**config.mk**
```make
export PLATFORM = sky130hd
export DESIGN_NAME = psr_cond_unit_flat
export DESIGN_NICKNAME = d
export VERILOG_FILES = /design/src/rtl/psr_cond_unit_if.sv /design/src/rtl/psr_cond_unit.sv /design/src/flat_wrapper.sv
export SDC_FILE = /design/constraint.sdc
export NUM_CORES = 1
export LEC_CHECK = 0
export CORE_MARGIN = 4
export CORE_UTILIZATION = 26
export CTS_BUF_LIST = sky130_fd_sc_hd__clkbuf_8
export CTS_CLUSTER_DIAMETER = 50
export DETAILED_ROUTE_END_ITERATION = 10
export PLACE_DENSITY = 0.77
export SLEW_MARGIN = 20
export SYNTH_ARGS = -nofsm -noshare
export SYNTH_HDL_FRONTEND = slang
export SYNTH_SLANG_ARGS = --single-unit
```
**constraint.sdc**
```tcl
create_clock -name clk -period 1.4 [get_ports clk]
set_clock_uncertainty 0.2 [all_clocks]
set_input_delay 0.14 -clock clk [delete_from_list [all_inputs] [get_ports clk]]
set_output_delay 0.14 -clock clk [all_outputs]
set_load 0.05 [all_outputs]
```
**src/rtl/psr_cond_unit_if.sv**
```systemverilog
// Bus between the ALU/branch controller and the PSR + condition evaluator.
// The master drives flags, writes and condition requests; the slave returns PSR state and results.
interface psr_cond_unit_if #(
    parameter int WIDTH_DATA = 16,
    parameter int WIDTH_COND = 4
);
    logic                  alu_carry;
    logic                  alu_low;
    logic                  alu_over;
    logic                  alu_neg;
    logic                  alu_zero;
    logic [4:0]            flag_we;
    logic                  psr_we;
    logic [WIDTH_DATA-1:0] psr_wdata;
    logic [WIDTH_DATA-1:0] psr_rdata;
    logic                  carry_flag;
    logic                  cond_req;
    logic [WIDTH_COND-1:0] cond_code;
    logic                  cond_valid;
    logic                  cond_taken;

    modport master (
        output alu_carry, alu_low, alu_over, alu_neg, alu_zero,
        output flag_we, psr_we, psr_wdata, cond_req, cond_code,
        input  psr_rdata, carry_flag, cond_valid, cond_taken
    );

    modport slave (
        input  alu_carry, alu_low, alu_over, alu_neg, alu_zero,
        input  flag_we, psr_we, psr_wdata, cond_req, cond_code,
        output psr_rdata, carry_flag, cond_valid, cond_taken
    );
endinterface

```
**src/rtl/psr_cond_unit.sv**
```systemverilog
// Processor status register (C/L/F/N/Z) with carry feedback and a one-cycle
// registered branch-condition evaluator.
module psr_cond_unit #(
    parameter int WIDTH_DATA = 16,
    parameter int WIDTH_COND = 4,
    parameter bit BYPASS     = 1'b0
) (
    input logic           clk,
    input logic           rst_n,
    psr_cond_unit_if.slave bus
);
    // Flag vector order matches flag_we: {C,L,F,N,Z}
    localparam int IDX_C = 4;
    localparam int IDX_L = 3;
    localparam int IDX_F = 2;
    localparam int IDX_N = 1;
    localparam int IDX_Z = 0;

    logic [4:0]            flags_q, flags_d;
    logic [4:0]            alu_flags;
    logic [4:0]            eval_flags;
    logic                  cond_valid_q, cond_valid_d;
    logic                  cond_taken_q, cond_taken_d;
    logic                  result;
    logic [WIDTH_COND-1:0] code_w;
    logic [3:0]            code;
    logic [WIDTH_DATA-1:0] rdata;

    assign alu_flags = {bus.alu_carry, bus.alu_low, bus.alu_over, bus.alu_neg, bus.alu_zero};
    assign code_w    = bus.cond_code;
    assign code      = code_w[3:0];

    always_comb begin
        flags_d = flags_q;
        if (bus.psr_we) begin
            flags_d = {bus.psr_wdata[0], bus.psr_wdata[2], bus.psr_wdata[5],
                       bus.psr_wdata[7], bus.psr_wdata[6]};
        end else begin
            for (int i = 0; i < 5; i++) begin
                if (bus.flag_we[i]) flags_d[i] = alu_flags[i];
            end
        end
    end

    // BYPASS lets a request see flag writes landing on the same edge
    assign eval_flags = BYPASS ? flags_d : flags_q;

    always_comb begin
        result = 1'b0;
        case (code)
            4'd0:  result =  eval_flags[IDX_Z];
            4'd1:  result = !eval_flags[IDX_Z];
            4'd2:  result =  eval_flags[IDX_C];
            4'd3:  result = !eval_flags[IDX_C];
            4'd4:  result =  eval_flags[IDX_L];
            4'd5:  result = !eval_flags[IDX_L];
            4'd6:  result =  eval_flags[IDX_N];
            4'd7:  result = !eval_flags[IDX_N];
            4'd8:  result =  eval_flags[IDX_F];
            4'd9:  result = !eval_flags[IDX_F];
            4'd10: result = !eval_flags[IDX_L] && !eval_flags[IDX_Z];
            4'd11: result =  eval_flags[IDX_L] ||  eval_flags[IDX_Z];
            4'd12: result = !eval_flags[IDX_N] && !eval_flags[IDX_Z];
            4'd13: result =  eval_flags[IDX_N] ||  eval_flags[IDX_Z];
            4'd14: result = 1'b1;
            4'd15: result = 1'b0;
            default: result = 1'b0;
        endcase
    end

    always_comb begin
        cond_valid_d = bus.cond_req;
        cond_taken_d = bus.cond_req && result;
    end

    always_ff @(posedge clk or negedge rst_n) begin
        if (!rst_n) begin
            flags_q      <= '0;
            cond_valid_q <= 1'b0;
            cond_taken_q <= 1'b0;
        end else begin
            flags_q      <= flags_d;
            cond_valid_q <= cond_valid_d;
            cond_taken_q <= cond_taken_d;
        end
    end

    always_comb begin
        rdata    = '0;
        rdata[0] = flags_q[IDX_C];
        rdata[2] = flags_q[IDX_L];
        rdata[5] = flags_q[IDX_F];
        rdata[6] = flags_q[IDX_Z];
        rdata[7] = flags_q[IDX_N];
    end

    assign bus.psr_rdata  = rdata;
    assign bus.carry_flag = flags_q[IDX_C];
    assign bus.cond_valid = cond_valid_q;
    assign bus.cond_taken = cond_taken_q;
endmodule

```
**src/flat_wrapper.sv**
```systemverilog
// flat-port wrapper written by rule: the top's interface ports become plain ports
module psr_cond_unit_flat 
#(
    parameter int WIDTH_DATA = 16,
    parameter int WIDTH_COND = 4,
    parameter bit BYPASS     = 1'b0
)
  (clk, rst_n, bus_alu_carry, bus_alu_low, bus_alu_over, bus_alu_neg, bus_alu_zero, bus_flag_we, bus_psr_we, bus_psr_wdata, bus_cond_req, bus_cond_code, bus_psr_rdata, bus_carry_flag, bus_cond_valid, bus_cond_taken);
  psr_cond_unit_if #(.WIDTH_DATA(WIDTH_DATA), .WIDTH_COND(WIDTH_COND)) bus_i ();
  input logic clk;
  input logic rst_n;
  input wire logic [$bits(bus_i.alu_carry)-1:0] bus_alu_carry;
  input wire logic [$bits(bus_i.alu_low)-1:0] bus_alu_low;
  input wire logic [$bits(bus_i.alu_over)-1:0] bus_alu_over;
  input wire logic [$bits(bus_i.alu_neg)-1:0] bus_alu_neg;
  input wire logic [$bits(bus_i.alu_zero)-1:0] bus_alu_zero;
  input wire logic [$bits(bus_i.flag_we)-1:0] bus_flag_we;
  input wire logic [$bits(bus_i.psr_we)-1:0] bus_psr_we;
  input wire logic [$bits(bus_i.psr_wdata)-1:0] bus_psr_wdata;
  input wire logic [$bits(bus_i.cond_req)-1:0] bus_cond_req;
  input wire logic [$bits(bus_i.cond_code)-1:0] bus_cond_code;
  output wire logic [$bits(bus_i.psr_rdata)-1:0] bus_psr_rdata;
  output wire logic [$bits(bus_i.carry_flag)-1:0] bus_carry_flag;
  output wire logic [$bits(bus_i.cond_valid)-1:0] bus_cond_valid;
  output wire logic [$bits(bus_i.cond_taken)-1:0] bus_cond_taken;
  assign bus_i.alu_carry = bus_alu_carry;
  assign bus_i.alu_low = bus_alu_low;
  assign bus_i.alu_over = bus_alu_over;
  assign bus_i.alu_neg = bus_alu_neg;
  assign bus_i.alu_zero = bus_alu_zero;
  assign bus_i.flag_we = bus_flag_we;
  assign bus_i.psr_we = bus_psr_we;
  assign bus_i.psr_wdata = bus_psr_wdata;
  assign bus_i.cond_req = bus_cond_req;
  assign bus_i.cond_code = bus_cond_code;
  assign bus_psr_rdata = bus_i.psr_rdata;
  assign bus_carry_flag = bus_i.carry_flag;
  assign bus_cond_valid = bus_i.cond_valid;
  assign bus_cond_taken = bus_i.cond_taken;
  psr_cond_unit #(.WIDTH_DATA(WIDTH_DATA), .WIDTH_COND(WIDTH_COND), .BYPASS(BYPASS)) u_core (.clk(clk), .rst_n(rst_n), .bus(bus_i));
endmodule
```
==> flow_summary.toml <==
[logic_synthesis]
synth_seq_cells = 7
avgSynthCellArea_um2 = 9.338
ys_types = 19
ys_warn_count = 0
ys_seq_area_frac = 0.3474
synthCells = 54
synthesis.area_um2 = 504.2

[worst_setup_path]
cp_slowest_stage_delay_ns = 0.43
end_kind = "flop"
cp.required_ns = 1.30
crit_arrival_ns = 1.26
path_cells = "or4_4 -> o21ai_2 -> a31oi_1"
crit_fanout = 5
cp_slowest_cell = "dfrtp_2"
critical_path_class = "flop to flop"
start_kind = "flop"

[global_route]
grt_usage = 0.1204
grt_pass1_wl_mm = 2.325
antenna_found_initial = 0
grt_pass1_vias = 511
grt_start_max_net_pins = 11
grt-ovfl-total = 0

[floorplanning]
start_util = 0.2828
ios = 53
die_x_um = 52.04
core_area_um2 = 1783
die_h_um = 52.04
core.rowCount = 15
die-area_um2 = 2708

[cts]
clk_pin_slew_worst_paths_ns = 0.04
htreeDepth = 1
worst_skew_pair.late_latency_ns = 0.23
cts_tree = "built"
cts_root_buffer = "clkbuf_8"
cts_setup_buffers = 0
cts_buffer_depth = 2
numCtsBuffers = 3
clkSinkCount = 7

[timing]
final_max_slew_viol_count = 0
fin_crit_ns = 1.362
fin_crit_sh = 0.9730
fmax_mhz = 734.1
setup_ws_ns = 0.03775
finalSetupViolCount = 0
rsz0062_at_grt = "false"
finalHoldViolCount = 0

[placed_design]
dpl.hpwl_mm = 1.193
io_buffers = 30
gp_congestion = 0.6271
place_ws_ns = -0.3329

[detailed_routing]
vias_per_cell = 4.222
ant_nets = 0
post-route-drc-count = 0
firstDrtPassIters = 4
num_vias = 494
wirelength_mm = 1.471
post_drt_wl_per_cell_um = 12.57
drt_iter0_markers = 2

[finish]
layout_commonest_cell = "clkdlybuf4s50_1"
nets = 127
final_layout_size_suffix_gt1_frac = 0.2826
n_fill_cell = 167
diodes = 0
mostFrequentLayoutCells = "clkdlybuf4s50_1, conb_1, buf_12"
syn_to_final_growth_pct = 93.55

[pwr]
p_per_area_nw_per_um2 = 945.0
total_power_mw = 0.9223
peakVddDrop_mv = 0.3863
p_leak_nw = 0.4377

[worst_hold_path]
hold_class = "input port to flop"

[status]
outcome = "complete, no violations"

[job]
max_cap_violations = 0
## critical path, delay by kind of cell, from the launching register on
family           cells  cell delay [ns]
AO/OA/AOI/OAI        2             0.18
AND/OR/NAND/NOR      1             0.43
flip-flops           1             0.43
## metrics by stage
step	std cells	hold slack [ns]	instance area, um^2	setup TNS [ns]	util
finish	117	0.2204	975.9	0	0.5474
global route	117	0.2320	975.9	0	0.5474
CTS	117	0.2121	970.9	0	0.5446
detailed placement	112	0.2290	917.1	-0.3329	0.5144
global placement	112	0.2179	917.1	-0.2580	0.5144
floorplan	64	-0.3556	554.3	-0.08145	-
## area by class of cell
class | instances | area, um^2 | share of cell area
Timing Repair Buffer | 38 | 437.9 | 0.4487
Multi-Input combinational cell | 43 | 281.5 | 0.2885
Sequential cell | 7 | 180.2 | 0.1846
Clock buffer | 3 | 41.29 | 0.04231
Tap cell | 25 | 31.28 | 0.03205
Clock inverter | 1 | 3.754 | 0.003846
## per-layer routing
metal  wire length [um]  global-route usage  part of all wire
met2                743              0.2029              0.51
met5                  0                   0                 0
met1                558              0.1329              0.38
met4                 24             0.06550             0.016
met3                144             0.03725             0.098
## final timing paths
check	start	to	slack (ns)	cells past startpoint
setup / recovery	u_core.eval_flags[0]	u_core.bus.cond_taken	0.04	3
hold / removal	bus_cond_req	u_core.bus.cond_valid	0.22	1
setup reg to reg	u_core.eval_flags[0]	u_core.bus.cond_taken	0.04	3
hold reg to reg	u_core.eval_flags[1]	u_core.eval_flags[1]	0.46	2
max in group asynchronous	rst_n	u_core.eval_flags[1]	0.19	2
min in group asynchronous	rst_n	u_core.eval_flags[4]	0.53	2
## where the power goes
group          internal [mW]  switching (mW)  leakage [nW]
registers              0.223          0.0212        0.0806
logic                  0.181           0.209         0.330
clock network          0.190          0.0971        0.0269
## repair_timing
action / in CTS / in global routing
pin swaps: 1 / 0
hold endpoints to repair: 7 / 0
hold buffers: 1 / 0
setup endpoints to repair: 1 / 1
resized for setup: 5 / 1
## logic make-up (layout without fill, tap and decap cells)
family / count (synthesis) / in the layout / synth area share
multiplexers: 6 / 6 / 0.1191
XOR/XNOR: 3 / 3 / 0.05212
other: 1 / 11 / 0.007437
AO/OA/AOI/OAI: 11 / 11 / 0.1290
AND/OR/NAND/NOR: 12 / 12 / 0.1440
buffers and inverters: 14 / 42 / 0.2010
flip-flops: 7 / 7 / 0.3474
## flip-flops by register name, summed over array words and instances (netlist names)
| register | count |
|---|---|
| u_core.eval_flags | 5 |
| u_core.bus.cond_taken | 1 |
| u_core.bus.cond_valid | 1 |
## synth_stat cells
cell type  instances  share of area
xor2_1             1          0.017
clkbuf_1           1         0.0074
nor2b_1            1          0.012
o21ai_0            7          0.069
or4_2              1          0.017
nand4b_1           1          0.017
a31oi_1            2          0.025
nand3b_1           1          0.015
conb_1             1         0.0074
nand2_1            5          0.037
and3b_1            1          0.017
xnor2_1            2          0.035
o21bai_1           1          0.015
mux2i_1            6           0.12
dfrtp_1            7           0.35
or3_1              1          0.012
nor3b_1            1          0.015
a2111oi_1          1          0.020
buf_4             13           0.19
Note: power is estimated with default switching activity, not from simulation.
